## src/rtl/updown_counter_pkg.sv

```systemverilog
// -----------------------------------------------------------------------------
// updown_counter_pkg
// Shared constants for the parameterised up/down counter:
//   - dir_e         : direction encoding on the dir port (DIR_UP=1, DIR_DOWN=0)
//   - DEFAULT_WIDTH : default counter width
//   - MIN_WIDTH / MAX_WIDTH : legal width range, checked at elaboration
// -----------------------------------------------------------------------------
`timescale 1ns/1ps

package updown_counter_pkg;

  typedef enum logic {
    DIR_DOWN = 1'b0,
    DIR_UP   = 1'b1
  } dir_e;

  localparam int DEFAULT_WIDTH = 4;
  localparam int MIN_WIDTH     = 2;
  localparam int MAX_WIDTH     = 32;

endpackage : updown_counter_pkg

```

## src/rtl/updown_next_calc.sv

```systemverilog
// -----------------------------------------------------------------------------
// updown_next_calc
// Purely combinational next-value and terminal-event logic for the counter.
// Holds no state; the registers live in param_updown_counter.
//
// Build option:
//   PARAM_UPDOWN_COUNTER_SAT_EN defined   -> saturate at 0 / MAX_VAL
//   PARAM_UPDOWN_COUNTER_SAT_EN undefined -> wrap modulo MAX_VAL+1
//
// Ports:
//   q        in  WIDTH  current registered count
//   en       in  1      count enable
//   dir      in  1      1 = up, 0 = down
//   load     in  1      parallel load (has priority over en)
//   load_val in  WIDTH  value to load, clamped to MAX_VAL
//   next_q   out WIDTH  count for the next edge
//   tc_next  out 1      terminal event for the next edge
// -----------------------------------------------------------------------------
`timescale 1ns/1ps

module updown_next_calc
  import updown_counter_pkg::*;
#(
  parameter int          WIDTH   = DEFAULT_WIDTH,
  parameter int unsigned MAX_VAL = 32'((64'd1 << WIDTH) - 64'd1)
) (
  input  logic [WIDTH-1:0] q,
  input  logic             en,
  input  logic             dir,
  input  logic             load,
  input  logic [WIDTH-1:0] load_val,
  output logic [WIDTH-1:0] next_q,
  output logic             tc_next
);

  localparam logic [WIDTH-1:0] MAX_Q = MAX_VAL[WIDTH-1:0];
  localparam logic [WIDTH-1:0] ONE_Q = WIDTH'(1);

  // NOTE: every output gets a default at the top of the block, so no path
  // leaves it unassigned and no latch is inferred.
  always_comb begin
    next_q  = q;
    tc_next = 1'b0;

    if (load) begin
      next_q = (load_val > MAX_Q) ? MAX_Q : load_val;
    end else if (en) begin
      if (dir == DIR_UP) begin
        if (q == MAX_Q) begin
          tc_next = 1'b1;
`ifdef PARAM_UPDOWN_COUNTER_SAT_EN
          next_q  = q;
`else
          next_q  = '0;
`endif
        end else begin
          next_q = q + ONE_Q;
        end
      end else begin
        if (q == '0) begin
          tc_next = 1'b1;
`ifdef PARAM_UPDOWN_COUNTER_SAT_EN
          next_q  = q;
`else
          next_q  = MAX_Q;
`endif
        end else begin
          next_q = q - ONE_Q;
        end
      end
    end
  end

endmodule : updown_next_calc

```

## src/rtl/param_updown_counter.sv

```systemverilog
// -----------------------------------------------------------------------------
// param_updown_counter
// Parameterised up/down counter with modulus MAX_VAL+1, synchronous parallel
// load (clamped to MAX_VAL), registered terminal-event pulse and registered
// at_max / at_zero flags that are cycle-aligned with q.
//
// Build option:
//   PARAM_UPDOWN_COUNTER_SAT_EN defined   -> saturate mode
//   PARAM_UPDOWN_COUNTER_SAT_EN undefined -> wrap mode (default)
//
// Parameters:
//   WIDTH    counter width, 2..32
//   MAX_VAL  terminal count, 1..2**WIDTH-1
//
// Ports:
//   clk      in  1      rising-edge clock
//   rst_n    in  1      synchronous active-low reset
//   en       in  1      count enable
//   dir      in  1      1 = up, 0 = down
//   load     in  1      synchronous parallel load
//   load_val in  WIDTH  load value
//   q        out WIDTH  registered count
//   tc       out 1      registered terminal-event pulse
//   at_max   out 1      registered, high while q == MAX_VAL
//   at_zero  out 1      registered, high while q == 0
// -----------------------------------------------------------------------------
`timescale 1ns/1ps

module param_updown_counter
  import updown_counter_pkg::*;
#(
  parameter int          WIDTH   = DEFAULT_WIDTH,
  parameter int unsigned MAX_VAL = 32'((64'd1 << WIDTH) - 64'd1)
) (
  input  logic             clk,
  input  logic             rst_n,
  input  logic             en,
  input  logic             dir,
  input  logic             load,
  input  logic [WIDTH-1:0] load_val,
  output logic [WIDTH-1:0] q,
  output logic             tc,
  output logic             at_max,
  output logic             at_zero
);

  // Elaboration-time legality checks.
  if (WIDTH < MIN_WIDTH || WIDTH > MAX_WIDTH) begin : g_bad_width
    $error("param_updown_counter: WIDTH must be in %0d..%0d", MIN_WIDTH, MAX_WIDTH);
  end
  if (MAX_VAL < 1 || 64'(MAX_VAL) > ((64'd1 << WIDTH) - 64'd1)) begin : g_bad_max
    $error("param_updown_counter: MAX_VAL must be in 1..2**WIDTH-1");
  end

  localparam logic [WIDTH-1:0] MAX_Q = MAX_VAL[WIDTH-1:0];

  logic [WIDTH-1:0] cnt_q, cnt_d;
  logic             tc_q, tc_d;
  logic             at_max_q, at_max_d;
  logic             at_zero_q, at_zero_d;
  logic [WIDTH-1:0] calc_q;
  logic             calc_tc;

  updown_next_calc #(
    .WIDTH   (WIDTH),
    .MAX_VAL (MAX_VAL)
  ) u_next_calc (
    .q        (cnt_q),
    .en       (en),
    .dir      (dir),
    .load     (load),
    .load_val (load_val),
    .next_q   (calc_q),
    .tc_next  (calc_tc)
  );

  // Flags are decoded from the next-state value so they register on the same
  // edge as the count itself.
  always_comb begin
    cnt_d     = calc_q;
    tc_d      = calc_tc;
    at_max_d  = (calc_q == MAX_Q);
    at_zero_d = (calc_q == '0);
  end

  // NOTE: sequential state uses non-blocking assignments so every flop
  // samples the pre-edge values, independent of statement order.
  always_ff @(posedge clk) begin
    if (!rst_n) begin
      cnt_q     <= '0;
      tc_q      <= 1'b0;
      at_max_q  <= 1'b0;   // MAX_VAL >= 1 is enforced, so 0 is never MAX_VAL
      at_zero_q <= 1'b1;
    end else begin
      cnt_q     <= cnt_d;
      tc_q      <= tc_d;
      at_max_q  <= at_max_d;
      at_zero_q <= at_zero_d;
    end
  end

  assign q       = cnt_q;
  assign tc      = tc_q;
  assign at_max  = at_max_q;
  assign at_zero = at_zero_q;

endmodule : param_updown_counter

```

## config.mk

```make
export PLATFORM = sky130hd
export DESIGN_NAME = param_updown_counter
export DESIGN_NICKNAME = d
export VERILOG_FILES = /design/src/rtl/updown_counter_pkg.sv /design/src/rtl/updown_next_calc.sv /design/src/rtl/param_updown_counter.sv
export SDC_FILE = /design/constraint.sdc
export NUM_CORES = 1
export LEC_CHECK = 0
export ABC_CLOCK_PERIOD_IN_PS = 2500
export CAP_MARGIN = 10
export CORE_AREA = 2 2 39 41
export DETAILED_ROUTE_END_ITERATION = 7
export DIE_AREA = 0 0 41 43
export GPL_TIMING_DRIVEN = 0
export HOLD_SLACK_MARGIN = 0.12
export PLACE_DENSITY = 0.6
export SLEW_MARGIN = 10
export SYNTH_ARGS = -nofsm -noshare
export SYNTH_HDL_FRONTEND = slang
export SYNTH_SLANG_ARGS = --single-unit
```

## constraint.sdc

```tcl
create_clock -name clk -period 2.5 [get_ports clk]
set_input_delay 0.375 -clock clk [delete_from_list [all_inputs] [get_ports clk]]
set_output_delay 0.375 -clock clk [all_outputs]
set_load 0.01 [all_outputs]
```

==> reports/qor.yml, run 1 <==
cp-end-kind: "flip-flop"
fp.dieW_um: 41
post-cts-setup-buffer-count: 0
antenna_cells: 0
initial_core_util_pct: 31.6
yosys-top-cells-area: "dfxtp_1, and2_1, ha_1"
slowest_delay_ns: 0.60
crit_type: "in -> reg"
drive_gt1_share_pct: 7.25
io_pins: 16
irDropWorstVdd_v: 0.000282
clk_path_buf_depth: 2
ff2ff_path_depth: 6
vias_per_cell: 4.88
wl_met2_um: 381
cts_tree: "done"
drtIter0Drc: 13
wl_per_cell_um: 10.4
fin_tns_setup_ns: 0
core_area_mm2: 0.00138
finalWirelength_um: 886
synth_area_per_cell_um2: 8.56
synth.top_cell.area_share_pct: 32.1
status: "completed"
regToRegEndpoint: "at_max$_SDFF_PN0_"
ys_seq_area_share_pct: 32.1
place.gp.congestion: 0.694
synth_edf_count: 0
htreeDepth: 1
syn_nets: 62
nets: 81
grt_pass1_vias: 365
routed.top_layer: "met3"
synth_top_cell_by_area: "dfxtp_1"
grt_max_degree: 11
hp-start: "en"
dr.pass1.iters: 2
antenna_found_initial: 0
insertion_delay_ns: 0.25
ys_top_cells_by_count: "dfxtp_1, inv_1, and2_1, nand2_1, nor2_1"
grt.total_usage_pct: 12.6
numCtsBuffers: 3
cp_data_required_time_ns: 2.69
dpl.hpwl_um: 700
p_leak_nw: 0.245
crit_slowest_cell: "clkdlybuf4s50_1"
max_freq_mhz: 491
worstHoldPathType: "in -> reg"
grt-ovfl-total: 0
syn_area_um2: 437
grt_setup_unrepaired: "false"
numPortBuffers: 14
cts_resized: 0
finalWorstSetupSlack_ns: 0.462
worstPathCellList: "clkdlybuf4s50_1, mux2_2, o311ai_0, and2_1, and4_1"
worstSetupStartpointType: "input port"
wl_met3_um: 69
p_per_area_mw_per_mm2: 506
design.die.area_mm2: 0.00176
tightest_slew_ns: 0.558
async_flop_share_pct: 0
synth_cell_types: 27
antenna_left: 0
cap_violations: 0
rrSetupSlack_ns: 0.55
slew_headroom_pct: 62.3
postCtsHoldBufs: 0
root_buffer: "clkbuf_4"
timing.rr.start: "q[0]$_SDFF_PN0_"
wl_met1_um: 435
arrival_ns: 2.23
grt_pass1_wl_um: 1480
crit_start: "dir"
finalMaxSlewViolations: 0
post-route-period-util_pct: 81.5
post-synth-top-count-cell: "dfxtp_1"
cts.clk_slew.worst_paths_ns: 0.05
fin_crit_ns: 2.04
synth_flop_cell: "dfxtp_1"
finalHoldViolations: 0
num_vias: 415
areaGrowthSynthToFinish_pct: 42.7
crit_end: "at_max$_SDFF_PN0_"
ys_ff_latch: 7
clkSinkCount: 7
die_h_um: 43
place_ws_ns: 0.213
finalSetupViolCount: 0
clock_skew_ns: 0.000380
drc: 0
yosysWarnings: 0
syn-instance-count: 51
fp-row-count: 14
path_max_fanout: 6
==> report_power, final <==
part | total (W) | internal [W] | switching [W]
combinational | 0.0000834 | 0.0000478 | 0.0000356
sequential | 0.000130 | 0.000119 | 0.0000106
clock | 0.000102 | 0.0000609 | 0.0000414
==> layer usage <==
| layer | vias up | global-route usage (%) |
|---|---|---|
| met2 | 14 | 18.1 |
| li1 | 220 | - |
| met4 | 0 | 2.00 |
| met1 | 181 | 15.9 |
| met5 | - | 0 |
| met3 | 0 | 7.85 |
==> cell families after synthesis <==
logic type	count (synthesis)	synth area share, %
AO/OA/AOI/OAI	11	20.9
XOR/XNOR	2	4.01
AND/OR/NAND/NOR	19	25.5
adder cells (fa/ha/maj)	2	5.73
buffers and inverters	8	6.88
flip-flops	7	32.1
multiplexers	2	4.87
==> critical path: cells and delay by family <==
| kind | cells | cell delay (ns) |
|---|---|---|
| multiplexers | 1 | 0.38 |
| buffers and inverters | 1 | 0.60 |
| AND/OR/NAND/NOR | 2 | 0.38 |
| AO/OA/AOI/OAI | 1 | 0.49 |
==> sequential cells by signal, indices dropped and copies added (netlist names) <==
register	cells
q	4
at_max	1
at_zero	1
tc	1
==> how the worst min path moves through the flow <==
stage / depth (start not counted) / end / slack [ns]
2_1_floorplan: 1 / at_zero$_SDFF_PN1_ / 0.43
3_3_place_gp: 2 / tc$_SDFF_PP0_ / 0.62
3_5_place_dp: 2 / tc$_SDFF_PP0_ / 0.63
4_1_cts: 3 / tc$_SDFF_PP0_ / 0.50
5_1_grt: 3 / tc$_SDFF_PP0_ / 0.52
6_report: 3 / tc$_SDFF_PP0_ / 0.50
==> final cells by class <==
type,instances,area [µm²]
tap,16,20.0
multi-input combinational,36,267
buffer,2,7.51
fill,149,761
sequential,7,140
timing repair buffer,14,140
inverter,6,22.5
clock buffer,4,26.3
==> per-stage QoR <==
| step | hold slack, ns | total power (W) | instances | util (%) | instance area [µm²] |
|---|---|---|---|---|---|
| after global routing | 0.523 | 0.000339 | 85 | 45.0 | 623 |
| after CTS | 0.499 | 0.000321 | 85 | 45.0 | 623 |
| after global placement | 0.623 | 0.000215 | 81 | 43.1 | 597 |
| after detailed placement | 0.626 | 0.000216 | 81 | 43.1 | 597 |
| final | 0.503 | 0.000315 | 85 | 45.0 | 623 |
| after floorplan | 0.431 | 0.000179 | 51 | - | 437 |
==> placed cells by master (no fill, tap or decap) <==
master,count
a32o_1,1
a311oi_1,1
xnor2_1,2
nor3b_1,1
a21o_1,1
mux2i_1,1
nor2b_1,1
o311ai_0,1
o21ai_0,1
ha_1,2
nor2_1,3
dfxtp_1,7
nor3_1,1
and2_1,4
o41ai_2,1
inv_1,6
a21oi_1,2
a211oi_1,1
nand2_1,4
and4_1,1
clkdlybuf4s50_1,14
o211ai_1,1
clkbuf_4,3
nand4_1,2
clkbuf_1,3
a311o_1,1
and4b_1,1
or4b_1,1
mux2_2,1
(Power assumes the default switching activity.)
==> inputs of run 2 (changes only) <==
- ABC_CLOCK_PERIOD_IN_PS: 2500 -> 1900
- clock period: 2.5 -> 1.9 ns (I/O delays scaled with it)
==> run 2 against run 1 <==
Critical path depth unchanged. Cell count unchanged. Hold slack worse by 0.080 ns. Total power up 32%. Largest power group unchanged. Via count up 0.48%. Sequential share of layout area about the same. Critical endpoint unchanged. Routed wire length up 0.90%. Cell area up 0.80%.
==> reports/qor.yml, run 2 (same netlist as run 1, synthesis figures left out) <==
status: "completed"
design.die.area_mm2: 0.00176  # unchanged
worstPathCellList: "clkdlybuf4s50_1, mux2_2, o311ai_1, and2_1, and4_1"
grt.total_usage_pct: 12.6  # unchanged
initial_core_util_pct: 31.6  # unchanged
place_ws_ns: -0.297  # -0.510 ns
finalMaxSlewViolations: 0  # unchanged
root_buffer: "clkbuf_4"
post-route-period-util_pct: 94.8
die_h_um: 43  # unchanged
htreeDepth: 1  # unchanged
largest_reg_flops: 4  # unchanged
arrival_ns: 1.99  # -0.24 ns
place.gp.congestion: 0.694  # unchanged
cp-end-kind: "flip-flop"
antenna_cells: 0  # unchanged
cts_tree: "done"
worstHoldPathType: "in -> reg"
final_common_cell: "clkdlybuf4s50_1"
max_freq_mhz: 555
grt_pass1_wl_um: 1480  # unchanged
nFillCells: 151  # +1.3%
nets: 81  # unchanged
post-route-util_pct: 45.4  # +0.36 points
fp.dieW_um: 41  # unchanged
numPortBuffers: 14  # unchanged
drc: 0  # unchanged
ff2ff_path_depth: 5  # -1
numCtsBuffers: 3  # unchanged
cp_num_cells: 5  # unchanged
crit_family: "buffers and inverters"
hold_depth: 3  # unchanged
antenna_left: 0  # unchanged
p_per_area_mw_per_mm2: 664  # +31%
antenna_found_initial: 0  # unchanged
final_cell_mix: "clkdlybuf4s50_1, inv_1, dfxtp_1, and2_1, nand2_1"
insertion_delay_ns: 0.25  # about the same
num_vias: 417  # +0.48%
slew_headroom_pct: 72.9  # +11 points
grt_max_degree: 11  # unchanged
finalWirelength_um: 894  # +0.90%
cap_violations: 0  # unchanged
clk_path_buf_depth: 2  # unchanged
crit_type: "in -> reg"
fp-row-count: 14  # unchanged
cp_data_required_time_ns: 2.09  # -0.60 ns
grt_setup_unrepaired: "false"
irDropWorstVdd_v: 0.000371  # +32%
p_leak_nw: 0.246  # +0.56%
core_area_mm2: 0.00138  # unchanged
clock_skew_ns: 0.000966  # +0.000586 ns
areaGrowthSynthToFinish_pct: 43.8
fin_crit_ns: 1.80
finalSetupViolCount: 0  # unchanged
finalHoldViolations: 0  # unchanged
crit_slowest_cell: "clkdlybuf4s50_1"
clkSinkCount: 7  # unchanged
postCtsHoldBufs: 0  # unchanged
grt_pass1_vias: 365  # unchanged
worstSetupStartpointType: "input port"
slowest_delay_ns: 0.60  # about the same
io_pins: 16  # unchanged
finalWorstSetupSlack_ns: 0.0997  # -0.362 ns
wl_per_cell_um: 10.5  # +0.90%
grt-ovfl-total: 0  # unchanged
power.total_w: 0.000417  # +32%
vias_per_cell: 4.91  # +0.48%
drive_gt1_share_pct: 10.1  # +2.9 points
dr.pass1.iters: 2  # unchanged
critPathBufInv: 1  # unchanged
cts.clk_slew.worst_paths_ns: 0.05  # about the same
path_max_fanout: 6  # unchanged
tightest_slew_ns: 0.400  # -0.158 ns
drtIter0Drc: 13  # unchanged
dpl.hpwl_um: 700  # unchanged
-- run 2: cell types whose count changed in the layout (fill, tap and decap cells not counted) --
cell,previous run,this run
o311ai_1,0,1
dfxtp_2,0,1
dfxtp_1,7,6
a21oi_1,2,1
o311ai_0,1,0
a21oi_2,0,1
-- run 2: through the flow --
stage | hold slack [ns] | area (µm²) | std cells | setup TNS (ns)
final | 0.423 | 628 | 85 | 0
after global routing | 0.433 | 628 | 85 | 0
after CTS | 0.409 | 623 | 85 | 0
after detailed placement | 0.626 | 597 | 81 | -0.687
after global placement | 0.623 | 597 | 81 | -0.746
after floorplan | 0.341 | 437 | 51 | 0
-- run 2: final timing paths --
| check | from | end | slack [ns] |
|---|---|---|---|
| hold / removal | en | tc$_SDFF_PP0_ | 0.42 |
| setup reg to reg | q[3]$_SDFF_PN0_ | at_max$_SDFF_PN0_ | 0.14 |
| setup / recovery | dir | at_max$_SDFF_PN0_ | 0.1 |
| hold reg to reg | q[2]$_SDFF_PN0_ | tc$_SDFF_PP0_ | 0.63 |
-- run 2: cell type report --
cell class                 count  area, µm²  share of cell area (%)
inverter                       6       22.5                    3.59
tap                           16       20.0                    3.19
sequential                     7        141                    22.5
timing repair buffer          14        140                    22.3
buffer                         2       7.51                    1.20
multi-input combinational     36        270                    43.0
clock buffer                   4       26.3                    4.18
-- run 2: power by group --
| part | leakage, nW | switching [W] | internal, W |
|---|---|---|---|
| registers | 0.0581 | 0.0000138 | 0.000157 |
| clock network | 0.0150 | 0.0000542 | 0.0000801 |
| logic | 0.173 | 0.0000480 | 0.0000637 |
| total | 0.246 | 0.000116 | 0.000301 |
-- run 2: tightest hold or removal path, cell delays in order --
cell and delay, ns:
clkbuf_1 0.18, nand2_1 0.10, a211oi_1 0.05
-- run 2: what timing repair did --
item	CTS	global route
pin swaps	0	0
setup endpoints to repair	1	3
gates resized for setup	1	2
buffers inserted	0	0
-- run 2: metal layers --
layer | GRT usage (%) | vias up | part of all wire, %
met5 | 0 | - | 0
met4 | 2.00 | 0 | 0
met3 | 7.85 | 0 | 7.7
met2 | 18.1 | 14 | 44
met1 | 15.9 | 183 | 49
li1 | - | 220 | -
==> patch 1, RTL diff (config.mk and constraints of run 1) <==
Set the package constant `DEFAULT_WIDTH` to 3 (it was 4).
--- a/src/rtl/updown_counter_pkg.sv
+++ b/src/rtl/updown_counter_pkg.sv
@@ -14,7 +14,7 @@
     DIR_UP   = 1'b1
   } dir_e;
 
-  localparam int DEFAULT_WIDTH = 4;
+  localparam int DEFAULT_WIDTH = 3;
   localparam int MIN_WIDTH     = 2;
   localparam int MAX_WIDTH     = 32;
 
Interface: changed (resized load_val and q); port bits go from 16 to 14. No check against the original RTL was run, so the function may have changed too.
==> patch 1 against run 1 <==
Design area fell by 19%; sequential cell count fell by 1; worst setup slack better by 0.31 ns; synthesized area is 25% lower; final cell count is 22% lower; clock power shrank 10%; largest power group unchanged; wire length decreased by 25%; total power is 16% lower; critical path depth is 2 higher.
==> patch 1: results (changes against run 1) <==
[setup_path]
ff2ff_setup_slack_ns = 0.77  ; +0.22 ns
reg2reg_depth = 7  ; +1

[place]
post-place-cells = 63  ; -22%
place.gp.congestion = 0.682  ; -1.7%
hpwl_um = 534  ; -24%
dpl-instance-area_um2 = 479  ; -20%
port_buffers = 13  ; -1

[hold_path]
min_from = q[2]
hold_class = register to register

[yosys]
synth_cell_types = 16  ; -41%
syn_nets = 46  ; -26%
netlist_top_cells_count = 6 x dfxtp_1, 4 x ha_1, 4 x inv_1, 3 x and2_1, 3 x nor3_1
synth_seq_area_share_pct = 36.5  ; +4.4 points
synth_area_per_cell_um2 = 9.68  ; +13%

[outcome]
status = finished, final reports clean

[final_layout]
nets = 64  ; -21%
fillers = 147  ; -1.3%
drive_gt1_share_pct = 10.0  ; +2.8 points
largest_reg_flops = 3  ; -1

[global_route]
gr-usage-all-layers_pct = 9.95  ; -2.6 points
grt_pass1_vias = 266  ; -27%
grt_max_degree = 8  ; -3

[routing]
wl_um = 667  ; -25%
drt-initial-drc-count = 0  ; -13
drt-pass1-iter-count = 1  ; -1
avgRoutedWirePerCell_um = 10.1  ; -3.0%
met3WireLength_um = 57  ; -17%

[sta]
holdWs_ns = 0.754  ; +0.251 ns
skew_ns = 0.00455  ; +0.00417 ns

[patch 1: cell types whose count changed after synthesis, sizes merged, moves of 2 or more]
cell,before,now
inv,6,4
clkbuf,2,0
ha,2,4
nand2,4,1
a221o,0,2
nor3,1,3
nand4,2,0
[patch 1: logic make-up after synthesis]
kind of cell / count (synthesis) / share of synthesized area (%)
XOR/XNOR: 1 / 2.66
multiplexers: 1 / 3.04
adder cells (fa/ha/maj): 4 / 15.2
AO/OA/AOI/OAI: 6 / 17.9
buffers and inverters: 4 / 4.56
flip-flops: 6 / 36.5
AND/OR/NAND/NOR: 12 / 20.2
[patch 1: how the worst max path moves through the flow]
stage                        end  slack, ns  depth (start not counted)
after floorplan           at_max       0.83                          7
after global placement    at_max       0.70                          4
after detailed placement  at_max       0.67                          4
after CTS                 at_max       0.76                          7
after global routing      at_max       0.66                          7
final                     at_max       0.77                          7
[patch 1: final cells by class]
cell class              instances  area (um^2)  area share [%]
multi-input cells              24          194            38.7
well taps                      16         20.0            3.99
repair buffers                 13          130            25.9
inverters                       4         15.0            2.99
clock buffers                   3         22.5            4.49
flip-flops and latches          6          120            23.9
[patch 1: critical path, stage by stage, from the launching register on]
cell     delay (ns)
dfxtp_1        0.38
inv_1          0.08
ha_1           0.20
ha_1           0.19
nor2b_1        0.11
o22ai_1        0.08
a221o_1        0.38
and4_1         0.22
[patch 1: power breakdown]
part	internal, uW	total [uW]	switching, uW
logic	38.5	67.1	28.6
registers	103	107	4.78
clock network	54.5	91.7	37.2
[patch 1: metal layers]
| metal | vias to the layer above | global-route usage [%] |
|---|---|---|
| met2 | 12 | 12.2 |
| met3 | 0 | 7.85 |
| met1 | 121 | 12.6 |
| li1 | 154 | - |
| met4 | 0 | 4.00 |
| met5 | - | 0 |
==> patch 2, RTL diff (settings of run 1) <==
Without the edit above. Register the output `q` once more, cleared by the reset; this adds one clock of latency there. The other outputs are not delayed to match. Comments in the files are not updated.
--- a/src/rtl/param_updown_counter.sv
+++ b/src/rtl/param_updown_counter.sv
@@ -43,6 +43,8 @@
   output logic             at_max,
   output logic             at_zero
 );
+
+  logic [WIDTH-1:0] q_d;
 
   // Elaboration-time legality checks.
   if (WIDTH < MIN_WIDTH || WIDTH > MAX_WIDTH) begin : g_bad_width
@@ -99,10 +101,18 @@
     end
   end
 
-  assign q       = cnt_q;
+  assign q_d     = cnt_q;
   assign tc      = tc_q;
   assign at_max  = at_max_q;
   assign at_zero = at_zero_q;
 
+  always_ff @(posedge clk) begin
+    if (!rst_n) begin
+      q <= '0;
+    end else begin
+      q <= q_d;
+    end
+  end
+
 endmodule : param_updown_counter
 
Formal check against the unedited RTL: not equivalent (Yosys sat finds a counterexample within 4 cycles, from zero or initial values and one cycle with rst_n low).
==> patch 2 against run 1 <==
Synthesized area rose by 26%; critical endpoint is now at_zero; combinational power rose by 7.8%; wire length rose by 14%; design area rose by 19%; sequential cell count rose by 4; utilization rose by 8.8 points; total power rose by 28%; critical path type is now register to register; global-route usage rose by 2.1 points; worst setup slack improved by 0.24 ns; synthesized cell count rose by 9.8%; largest power group unchanged.
==> patch 2: results (changes against run 1) <==
[final_layout]
nets = 87  ; +7.4%
stdcell_count = 91  ; +7.1%
antenna_cells = 0  ; unchanged
multi_input_area_um2 = 313  ; +17%
fillers = 152  ; +2.0%
drive_gt1_share_pct = 13.3  ; +6.1 points

[global_route]
gr-usage-all-layers_pct = 14.7  ; +2.1 points
grt_first_pass_wirelength_mm = 1.69  ; +14%
grt_pass1_vias = 395  ; +8.2%

[clock_network]
cts_buffers = 3  ; unchanged
path_clk_slew_ns = 0.07  ; +0.02 ns
clock_path_buffers = 2  ; unchanged
clkLatencyLatePin_ns = 0.27  ; +0.02 ns

[yosys]
netlist_top_cells_count = 11 x dfxtp_1, 7 x and2_1, 4 x inv_1, 4 x o21ai_0
synth_cell_types = 26  ; -3.7%
netlist_top_cells_area = dfxtp_1 40%, and2_1 8.0%, and4_1 4.8%, ha_1 4.6%, o21ai_0 3.7%
synth_seq_area_share_pct = 40.2  ; +8.1 points
synth_compound_area_share_pct = 15.1  ; -5.8 points
syn_nets = 67  ; +8.1%
synth_ff_type = dfxtp_1
synthAdderAreaFrac_pct = 4.57  ; -1.2 points
synth-xor-area-share_pct = 4.79  ; +0.78 points
syn_inst = 56  ; +9.8%

[sta]
slew_headroom_pct = 77.7  ; +15 points
skew_ns = 0.00203  ; +0.00165 ns
fin_crit_sh_pct = 72.1  ; -9.4 points

[pwr]
leakagePower_uw = 0.000291  ; +19%
power.internal_uw = 299  ; +31%
ir_drop_v = 0.000348  ; +23%

[place]
hpwl_um = 801  ; +14%
dpl-instance-area_um2 = 718  ; +20%
port_buffers = 15  ; +1
place.gp.congestion = 0.749  ; +8.0%

[routing]
vias = 460  ; +11%
avgRoutedWirePerCell_um = 11.1  ; +6.3%
drt-initial-drc-count = 1  ; -12

[outcome]
status = finished, final reports clean

[setup_path]
cp.arrival_ns = 1.99  ; -0.24 ns

[hold_path]
hold_class = register to register

patch 2: kinds of logic (layout without fill, tap and decap cells):
logic type,Yosys count,after routing
AND/OR/NAND/NOR,23,23
AO/OA/AOI/OAI,11,11
flip-flops,11,11
buffers and inverters,4,23
XOR/XNOR,3,3
adder cells (fa/ha/maj),2,2
multiplexers,2,2
patch 2: worst max-delay path, stage by stage, from the launching register on:
cell	delay (ns)
dfxtp_1	0.42
inv_1	0.10
ha_1	0.21
nor4b_2	0.17
o211ai_1	0.16
o21ai_0	0.12
mux2_2	0.31
o31ai_2	0.23
patch 2: final cells by class:
| cell class | instances | share of cell area (%) |
|---|---|---|
| Sequential cell | 11 | 29.6 |
| Inverter | 4 | 2.02 |
| Timing Repair Buffer | 15 | 20.2 |
| Multi-Input combinational cell | 41 | 42.0 |
| Clock buffer | 4 | 3.53 |
| Tap cell | 16 | 2.69 |
patch 2: path summary, 6_finish.rpt:
path	endpoint	slack [ns]	start	cells past startpoint
setup / recovery	at_zero	0.70	cnt_q[0]	7
hold / removal	q[3]	0.55	cnt_q[3]	1
setup reg to reg	at_zero	0.70	cnt_q[0]	7
hold reg to reg	q[3]	0.55	cnt_q[3]	1
patch 2: power groups by stage:
| stage | clock network, uW | logic, uW | registers (uW) |
|---|---|---|---|
| 2_1_floorplan | 0 | 50.5 | 202 |
| 3_3_place_gp | 0 | 89.5 | 202 |
| 5_1_grt | 135 | 100 | 199 |
| 6_report | 118 | 89.9 | 197 |
| 4_1_cts | 124 | 90.9 | 197 |
| 3_5_place_dp | 0 | 90.3 | 201 |
patch 2: metal layers:
metal	vias to the layer above	wire, um	track usage, %
li1	240	-	-
met1	204	468	19.2
met2	16	476	20.6
met3	0	64	9.42
met4	0	0	2.00
met5	-	0	0
